File: config.mk
export PLATFORM = sky130hd
export DESIGN_NAME = sub_serial
export DESIGN_NICKNAME = d
export VERILOG_FILES = /design/src/rtl/sub_serial.sv
export SDC_FILE = /design/constraint.sdc
export NUM_CORES = 1
export LEC_CHECK = 0
export ABC_CLOCK_PERIOD_IN_PS = 2200
export CELL_PAD_IN_SITES_DETAIL_PLACEMENT = 1
export CELL_PAD_IN_SITES_GLOBAL_PLACEMENT = 2
export CORE_ASPECT_RATIO = 0.75
export CORE_UTILIZATION = 33
export CTS_CLUSTER_SIZE = 8
export DETAILED_ROUTE_END_ITERATION = 7
export HOLD_SLACK_MARGIN = 0.02
export PLACE_DENSITY_LB_ADDON = 0.08
export SETUP_SLACK_MARGIN = 0.1
export SLEW_MARGIN = 5
export SYNTH_ARGS = -nofsm -noshare
export SYNTH_HDL_FRONTEND = slang
export SYNTH_SLANG_ARGS = --single-unit
File: constraint.sdc
create_clock -name clk -period 2.2 [get_ports clk]
set_clock_uncertainty 0.15 [all_clocks]
set_input_delay 0.44 -clock clk [delete_from_list [all_inputs] [get_ports clk]]
set_output_delay 0.44 -clock clk [all_outputs]
set_load 0.02 [all_outputs]
File: src/rtl/sub_serial.sv
`default_nettype none
// ============================================================================
// Module   : sub_serial
// Brief    : Bit-serial subtractor, diff = a - b - bin, one bit per clock,
//            LSB first, with a start/done handshake.
// Revision : 1.0 - initial release
// ============================================================================
module sub_serial #(
    parameter int WIDTH = 16
) (
    input  logic             clk,
    input  logic             reset,
    input  logic             start,
    input  logic [WIDTH-1:0] a,
    input  logic [WIDTH-1:0] b,
    input  logic             bin,
    output logic             busy,
    output logic             done,
    output logic [WIDTH-1:0] diff,
    output logic             bout
);

    localparam int CW = (WIDTH > 1) ? $clog2(WIDTH) : 1;

    localparam logic [1:0]    c_st_idle = 2'd0;
    localparam logic [1:0]    c_st_run  = 2'd1;
    localparam logic [1:0]    c_st_done = 2'd2;
    localparam logic [CW-1:0] c_last    = CW'(WIDTH - 1);

    logic [1:0]       r_state;
    logic [WIDTH-1:0] r_a;
    logic [WIDTH-1:0] r_b;
    logic [WIDTH-1:0] r_res;
    logic             r_br;
    logic [CW-1:0]    r_count;
    logic             r_busy;
    logic             r_done;
    logic [WIDTH-1:0] r_diff;
    logic             r_bout;

    logic             w_d;
    logic             w_br;
    logic [WIDTH-1:0] w_res_next;

    // Single full-subtractor cell operating on the current LSBs.
    assign w_d        = r_a[0] ^ r_b[0] ^ r_br;
    assign w_br       = (~r_a[0] & r_b[0]) | (~(r_a[0] ^ r_b[0]) & r_br);
    assign w_res_next = {w_d, r_res[WIDTH-1:1]};

    always_ff @(posedge clk) begin
        if (reset) begin
            r_state <= c_st_idle;
            r_a     <= '0;
            r_b     <= '0;
            r_res   <= '0;
            r_br    <= 1'b0;
            r_count <= '0;
            r_busy  <= 1'b0;
            r_done  <= 1'b0;
            r_diff  <= '0;
            r_bout  <= 1'b0;
        end else begin
            case (r_state)
                c_st_idle, c_st_done: begin
                    r_done <= 1'b0;
                    if (start) begin
                        r_a     <= a;
                        r_b     <= b;
                        r_br    <= bin;
                        r_count <= '0;
                        r_busy  <= 1'b1;
                        r_state <= c_st_run;
                    end else begin
                        r_busy  <= 1'b0;
                        r_state <= c_st_idle;
                    end
                end
                c_st_run: begin
                    r_res <= w_res_next;
                    r_a   <= r_a >> 1;
                    r_b   <= r_b >> 1;
                    r_br  <= w_br;
                    // Last bit: publish result directly from the shift input.
                    if (r_count == c_last) begin
                        r_diff  <= w_res_next;
                        r_bout  <= w_br;
                        r_busy  <= 1'b0;
                        r_done  <= 1'b1;
                        r_count <= '0;
                        r_state <= c_st_done;
                    end else begin
                        r_count <= r_count + 1'b1;
                    end
                end
                default: begin
                    r_busy  <= 1'b0;
                    r_done  <= 1'b0;
                    r_state <= c_st_idle;
                end
            endcase
        end
    end

    assign busy = r_busy;
    assign done = r_done;
    assign diff = r_diff;
    assign bout = r_bout;

endmodule
`default_nettype wire

* Word-level counts from Yosys, hierarchy flattened *
Index checks and enable logic that the tools add are counted.
W data, S select, Z words.

word-level totals
  register bits = 74
  bits of input ports = 36
  word-level logic and storage cells = 45

cells by class
  reductions and logical operators = 6
  mux-type cells = 15
  $add $sub $neg = 1
  bitwise logic cells = 8
  eq/ne operators = 5

operator list
  cell                   count
  $pmux W16 S2           2
  $mux W16               2
  $mux W4                2
  $pmux W4 S2            1
  $add A4 B1 Y4 const B  1
  $eq A4 B4 Y1 const B   1
  $mux W1                4
  $ne A2 B2 Y1 const B   2
  $pmux W1 S2            2
  $pmux W2 S2            1
  $reduce_and A2 Y1      2
  $reduce_or A2 Y1       2
  $not A1 Y1             3
  $and A1 B1 Y1          2
  $eq A2 B1 Y1 const B   1
  $eq A2 B2 Y1 const B   1
  $logic_not A2 Y1       1
  $mux W2                1
  $reduce_bool A2 Y1     1
  $xor A1 B1 Y1          2
  $or A1 B1 Y1           1

* Longest topological paths before layout *
Gate-level depths: netlist of the first run.

  depth in word-level cells = 5
  depth in mapped cells = 5
  mapped depth without buffers = 4

* Worst setup path after synthesis of the first run *
Ideal clock, no wire load.

  path type = register -> register
  start point = reg r_count[0]
  end point = reg r_count[0]
  path slack = 0.792 ns
  library setup time = 0.058 ns
  arrival = 1.200 ns
  cell stages (with the launch flop) = 6
  clock period less this slack = 1.408 ns
  cells stage by stage = dfxtp_1 ha_1 and3_1 buf_4 nor3_1 mux2_2

between the ends
  cells in the longest elaborated chain, start to end = 3
  elaborated cells on any way between the ends = 4
  classes of those cells = add/sub (1); eq/ne (1); mux (2)

RTL lines
  element                                        line    source
  start: declaration                             35      logic [CW-1:0] r_count;
  start signal: assignment                       92      r_count <= r_count + 1'b1;
  $add A4 B1 Y4 or $eq A4 B4 Y1 (tied branches)  92, 84
  $mux W4 *                                      84      if (r_count == c_last) begin
  $pmux W4 S2 *                                  63      case (r_state)

Every way passes the cells marked *; elsewhere a longest branch is shown, timed or not.
A chain may end at the register's enable or synchronous reset.

* Worst setup path after layout of the first run *
  start point = reg r_bout (netlist: bout)
  end point = out bout

RTL lines
  element                   line  source
  start: declaration        39    logic r_bout;
  start signal: assignment  86    r_bout <= w_br;
  end: declaration          20    output logic bout

No word-level cell between the ends.

==> results.md, run 1 <==
- Synth Register Bits: 73
- Number of max-slew violations in the final report: 0
- # IOs: 55
- Post-Syn Nets: roughly 400
- Congestion Overflow GR: 0
- VDD IR max: 0.484 mV
- Failing checks: design-rule violations
- Final core utilization: 0.448
- Fraction of synthesized area in multiplexers: 0.00874
- Net Sw Frac: 0.240
- Share of cells above drive strength 1: 0.0856
- Pint: approximately 2.5 mW
- Critical Path Slowest Stage Cell: clkdlybuf4s50_1
- R2R Path End: diff[14]$_SDFFE_PP0P_
- Max clock buf depth: 2
- CP Launch Type: flip-flop
- DP HPWL: approximately 4800 um
- DRC errors left: 2
- Clock network power share: 0.457
- Most frequent cell after synthesis: nand2_1
- F_max: ~530 MHz
- CTS clk-pin slew, worst paths: roughly 50 ps
- Final Cycle Share: 0.855
- Rows: 29
- Total die area: 9500 um2
- Instance area at placement: around 3600 um2
- Sequential share of power: 0.438
- Total core area: roughly 8600 um2
- WL per Instance: about 15 um
- Syn_area_per_cell: between 8 and 9 um2
- Worst path cell trace: clkdlybuf4s50_1
- Clock Latency Late Sink: 330 ps
- Final Instance Area: between 3000 and 4000 um2
- Worst Path Class, Setup: flip-flop to output port
- Vias per Instance: 5.06
- Syn Std Cell Area: between 3000 and 4000 um2
- Total global routing track utilization: 0.168
- Post-synth ARST share: 0
- Simple logic cell fraction of the synthesized area: 0.215
- Placed Instances: 501
- Antenna viol nets, final: 0
- Setup Fix Bufs, Post-CTS: 0
- Hold Crit Depth: 2
- TritonCTS sink count: 73
- Synth cell count leaders: nand2_1 (93), dfxtp_1 (73), a21oi_1 (38)
- Status: finished, violations left
- Worst path required time: 1610 ps
- Worst slew margin: 0.723
- Post-Place Worst Slack: about 180 ps
- Hold_sp: r_res[8]$_SDFFE_PP0P_
- WHS: about 320 ps
- Number of CTS-inserted buffers: 9
- Unrepaired setup endpoints after global routing: no
- Synth Instances: 361
- Post-synth EDFFs: 0
- H-tree depth: 3
- Main combinational cell family by area after synthesis: simple AND/OR/NAND/NOR gates
- R2R cell count: 5
- Primary FF master, synth: dfxtp_1
- Synth area leaders: dfxtp_1 (49%), nand2_1 (12%), a311oi_1 (8.7%)
- Setup TNS: 0 ps
- Area grow syn2layout: 28.7%
- Initial Utilization: 0.348
- Crit end category: output port
- Post-CTS Resized: 0
- Max_cap viols: 0
- Power per cell area: roughly 840 nW/um2
- Syn. warnings: 0
- Final Hold Viols: 0
- N_diodes: 0
- Min Clock Period, post-route: roughly 1900 ps
- Setup Viol. Count Final: 0
- Logic pwr share: 0.106
- Vias in the first global route: 2612
- Post-synthesis sequential area ratio: 0.486
- Die X: 112 um
- First-pass GRT wire length: 12600 um
- CP Data Arrival Time: about 1300 ps
- Psw: roughly 0.78 mW
- Initial antenna violation count: 0
- Initial DRC Count: about 130
- Largest net degree at the start of global routing: 39
- Leakage: ~1.4 nW
- Worst reg2reg setup slack: about 470 ps
- Post-Synth XOR/XNOR Area: 0
- CTS tree: yes
- Post-synth top area share: 0.486
- Slew of the pin with the lowest slew margin: around 420 ps
- Routed vias: around 2600
- Final #Nets: about 440
- Final Wtd Congestion: roughly 0.7
- Clock Tree Root: clkbuf_16
- Synth area leader: dfxtp_1
- Hold EP: r_res[7]$_SDFFE_PP0P_
- Synth Area in Adders: 0.0108
- Buf+Inv Stages, Crit Path: 1
- Crit path largest cell delay: between 600 and 700 ps
- # hold bufs at CTS: 0
- Final cell count without fillers: 517
- Critical path's top delay family: buffers and inverters
- I/O Buffers: 54
- Worst Path Max Fanout: 2
- Final setup margin: 319 ps
- Worst r2r src: r_count[1]$_SDFFE_PP0P_
- Drt pass-1 iters: 6
- Yosys cell types: 29
- Worst hold path class: flip-flop to flip-flop
- Total Power: roughly 3.3 mW
- Die Ht: ~85 um
- Compound-Gate Fraction of Synth Area: 0.197
- Drt total wl: around 7500 um
layout make-up:
cell class / count / area [um2]
clock buffers: 11 / 253
clock inverters: 5 / 53.8
multi-input cells: 252 / 1310
flip-flops and latches: 73 / 1460
repair buffers: 66 / 651
inverters: 2 / 7.51
well taps: 108 / 135
fillers: 1022 / 4770
cells in the final DEF (no fill, tap or decap), types with 2 or more instances in the layout:
cell,count
a21oi_1,38
a311oi_1,30
buf_12,2
buf_4,10
clkbuf_16,9
clkbuf_8,2
clkdlybuf4s50_1,53
clkinv_2,3
dfxtp_1,73
inv_1,2
nand2_1,93
nand3_1,22
nor2_1,32
nor3_1,3
o21ai_0,17
flip-flops by register name (all words and copies together) (netlist names), 2 cells and up:
name and count:
r_a 16, r_res 15, r_count 4, r_state 2, r_b 16, diff 16
per-layer routing:
layer / GRT usage / up-vias / routed length [um]
met4: 0.0655 / 0 / 102
met2: 0.258 / 46 / 3270
met5: 0 / - / 0
met3: 0.0491 / 10 / 298
li1: - / 1336 / -
met1: 0.224 / 1222 / 3860
cell families after synthesis:
kind of cell | after synthesis
multiplexers | 2
adder cells (fa/ha/maj) | 2
flip-flops | 73
AO/OA/AOI/OAI | 90
AND/OR/NAND/NOR | 158
buffers and inverters | 36
worst max-delay path by stage:
stage,from,to,slack (ps),cells past startpoint
2_1_floorplan,r_count[0]$_SDFFE_PP0P_,r_count[0]$_SDFFE_PP0P_,790,5
3_3_place_gp,start,r_count[3]$_SDFFE_PP0P_,240,5
3_5_place_dp,start,r_a[3]$_SDFFE_PP0P_,180,5
4_1_cts,bout$_SDFFE_PP0P_,bout,300,1
5_1_grt,diff[14]$_SDFFE_PP0P_,diff[14],290,1
6_report,bout$_SDFFE_PP0P_,bout,320,1
power by group through the flow:
stage	sequential (mW)	clock (mW)	combinational, mW
after floorplan	1.44	0	0.242
after global placement	1.45	0	0.342
after detailed placement	1.45	0	0.348
after CTS	1.43	1.54	0.350
after global routing	1.43	1.59	0.385
final	1.43	1.49	0.344
Note: power is estimated with default switching activity, not from simulation.
==> run 2, diff against run 1 <==
Settings changed: GPL_TIMING_DRIVEN from default to 0.
==> results.md, run 2 (same netlist as run 1, synthesis figures left out) <==
- Routed vias: 2748 (+5.1%)
- Max clock buf depth: 2 (unchanged)
- Commonest non-fill, non-tap cells in the layout: nand2_1 (93), dfxtp_1 (73), clkdlybuf4s50_1 (54)
- Fill cell count: 1024 (+0.20%)
- Critical Path Slowest Stage Cell: clkdlybuf4s50_1
- Clock Tree Root: clkbuf_16
- Most common cell after layout, fill and taps aside: nand2_1
- F_max: 536 MHz (+0.73%)
- Status: finished, violations left
- Slew of the pin with the lowest slew margin: 593 ps (+178 ps)
- Number of CTS-inserted buffers: 9 (unchanged)
- DP HPWL: 5750 um (+19%)
- Final Cycle Share: 0.849 (-0.00620)
- Pint: 2.38 mW (-3.7%)
- R2R Path End: diff[12]$_SDFFE_PP0P_
- Hold_sp: r_res[1]$_SDFFE_PP0P_
- Largest net degree at the start of global routing: 12 (-69%)
- Congestion Overflow GR: 0 (unchanged)
- # IOs: 55 (unchanged)
- Failing checks: design-rule violations
- Initial DRC Count: 110 (-17%)
- Antenna viol nets, final: 0 (unchanged)
- Unrepaired setup endpoints after global routing: no
- CP Data Arrival Time: 1280 ps (about the same)
- VDD IR max: 0.284 mV (-41%)
- Max_cap viols: 0 (unchanged)
- Post-CTS Resized: 0 (unchanged)
- Setup Viol. Count Final: 0 (unchanged)
- TritonCTS sink count: 73 (unchanged)
- Final Hold Viols: 0 (unchanged)
- Worst path required time: 1610 ps (about the same)
- Vias in the first global route: 2634 (+0.84%)
- Worst hold path class: flip-flop to flip-flop
- Min Clock Period, post-route: 1870 ps (-13.7 ps)
- Die Ht: 84.7 um (unchanged)
- CP Launch Type: flip-flop
- Crit path largest cell delay: 620 ps (about the same)
- Clock network power share: 0.429 (-0.028)
- Total die area: 9500 um2 (unchanged)
- Net Sw Frac: 0.249 (+0.00928)
- Power per cell area: 802 nW/um2 (-4.7%)
- H-tree depth: 3 (unchanged)
- Initial antenna violation count: 0 (unchanged)
- Setup Fix Bufs, Post-CTS: 0 (unchanged)
- Drt pass-1 iters: 6 (unchanged)
- Total global routing track utilization: 0.186 (+0.0180)
- Worst Path Max Fanout: 2 (unchanged)
- Logic pwr share: 0.122 (+0.016)
- WL per Instance: 15.5 um (+6.6%)
- Post-Place Worst Slack: 96.0 ps (-87.5 ps)
- Psw: 0.792 mW (+1.3%)
- Die X: 112 um (unchanged)
- Worst path cell trace: clkdlybuf4s50_1
- Hold Crit Depth: 2 (unchanged)
- DRC errors left: 2 (unchanged)
- Final setup margin: 333 ps (+13.7 ps)
- Initial Utilization: 0.348 (unchanged)
- Worst reg2reg setup slack: 410 ps (-60 ps)
- Sequential share of power: 0.450 (+0.012)
- N_diodes: 0 (unchanged)
- Vias per Instance: 5.10 (+0.84%)
- Setup TNS: 0 ps (unchanged)
- CTS clk-pin slew, worst paths: 60 ps (about the same)
- Final #Nets: 464 (+5.0%)
- Number of max-slew violations in the final report: 0 (unchanged)
- Leakage: 1.43 nW (+3.7%)
- Total core area: 8640 um2 (unchanged)
- Drt total wl: 8370 um (+11%)
- R2R cell count: 5 (unchanged)
- Final Wtd Congestion: 0.713 (-0.28%)
- Worst slew margin: 0.604 (-0.119)
- CTS tree: yes
- I/O Buffers: 54 (unchanged)
- Area grow syn2layout: 31.6%
- Buf+Inv Stages, Crit Path: 1 (unchanged)
- Share of cells above drive strength 1: 0.0998 (+0.0142)
- # hold bufs at CTS: 0 (unchanged)
- Worst Path Class, Setup: flip-flop to output port
- Rows: 29 (unchanged)
- Clock Latency Late Sink: 330 ps (about the same)
- Hold EP: r_res[1]$_SDFFE_PP0P_
- First-pass GRT wire length: 13800 um (+9.0%)
- Critical path's top delay family: buffers and inverters
- Crit end category: output port
- Worst r2r src: r_count[0]$_SDFFE_PP0P_
run 2: cell types whose count changed in the layout (fill, tap and decap cells not counted), sizes merged:
cell / before / now
clkinv: 4 / 3
buf: 13 / 30
bufinv: 1 / 0
clkbuf: 11 / 17
clkdlybuf4s50: 53 / 54
run 2: layout make-up:
type	count	area, um2	area share
Inverter	2	7.51	0.00190
Multi-Input combinational cell	252	1300	0.328
Sequential cell	73	1460	0.369
Timing Repair Buffer	54	541	0.137
Tap cell	108	135	0.0341
Clock inverter	3	15.0	0.00379
Clock buffer	13	260	0.0657
Buffer	34	240	0.0607
run 2: metrics by stage:
| step | hold WS (ps) | power (mW) | util | cells | instance area (um2) |
|---|---|---|---|---|---|
| 6_report | 310 | 3.18 | 0.458 | 539 | 3960 |
| 3_3_place_gp | 304 | 1.84 | 0.427 | 523 | 3680 |
| 3_5_place_dp | 304 | 1.84 | 0.427 | 523 | 3680 |
| 5_1_grt | 338 | 3.31 | 0.458 | 539 | 3960 |
| 4_1_cts | 315 | 3.21 | 0.458 | 539 | 3960 |
| 2_1_floorplan | 287 | 1.69 | - | 361 | 3010 |
run 2: metal layers:
metal  wire length (um)  global-route usage
met5                  0                   0
met4                 82              0.0545
met3                343              0.0462
met2               3560               0.280
met1               4380               0.264
run 2: worst max-delay path by stage:
| stage | slack, ps | end | cells past startpoint | start |
|---|---|---|---|---|
| 2_1_floorplan | 790 | r_count[0]$_SDFFE_PP0P_ | 5 | r_count[0]$_SDFFE_PP0P_ |
| 3_3_place_gp | 120 | diff[14]$_SDFFE_PP0P_ | 4 | reset |
| 3_5_place_dp | 100 | diff[1]$_SDFFE_PP0P_ | 4 | reset |
| 4_1_cts | 320 | bout | 1 | bout$_SDFFE_PP0P_ |
| 5_1_grt | 240 | diff[7]$_SDFFE_PP0P_ | 5 | r_count[0]$_SDFFE_PP0P_ |
| 6_report | 330 | bout | 1 | bout$_SDFFE_PP0P_ |
run 2: power by group through the flow:
stage               logic, mW  clock network [mW]  registers (mW)
finish                  0.387                1.36            1.43
global placement        0.384                   0            1.45
detailed placement      0.388                   0            1.46
CTS                     0.392                1.39            1.43
floorplan               0.242                   0            1.44
global route            0.428                1.44            1.43
run 2: worst min-delay path: cells and delay by family, from the launching register on:
kind	cells	cell delay, ps
compound gates	1	50
flops	1	310
simple gates	1	50
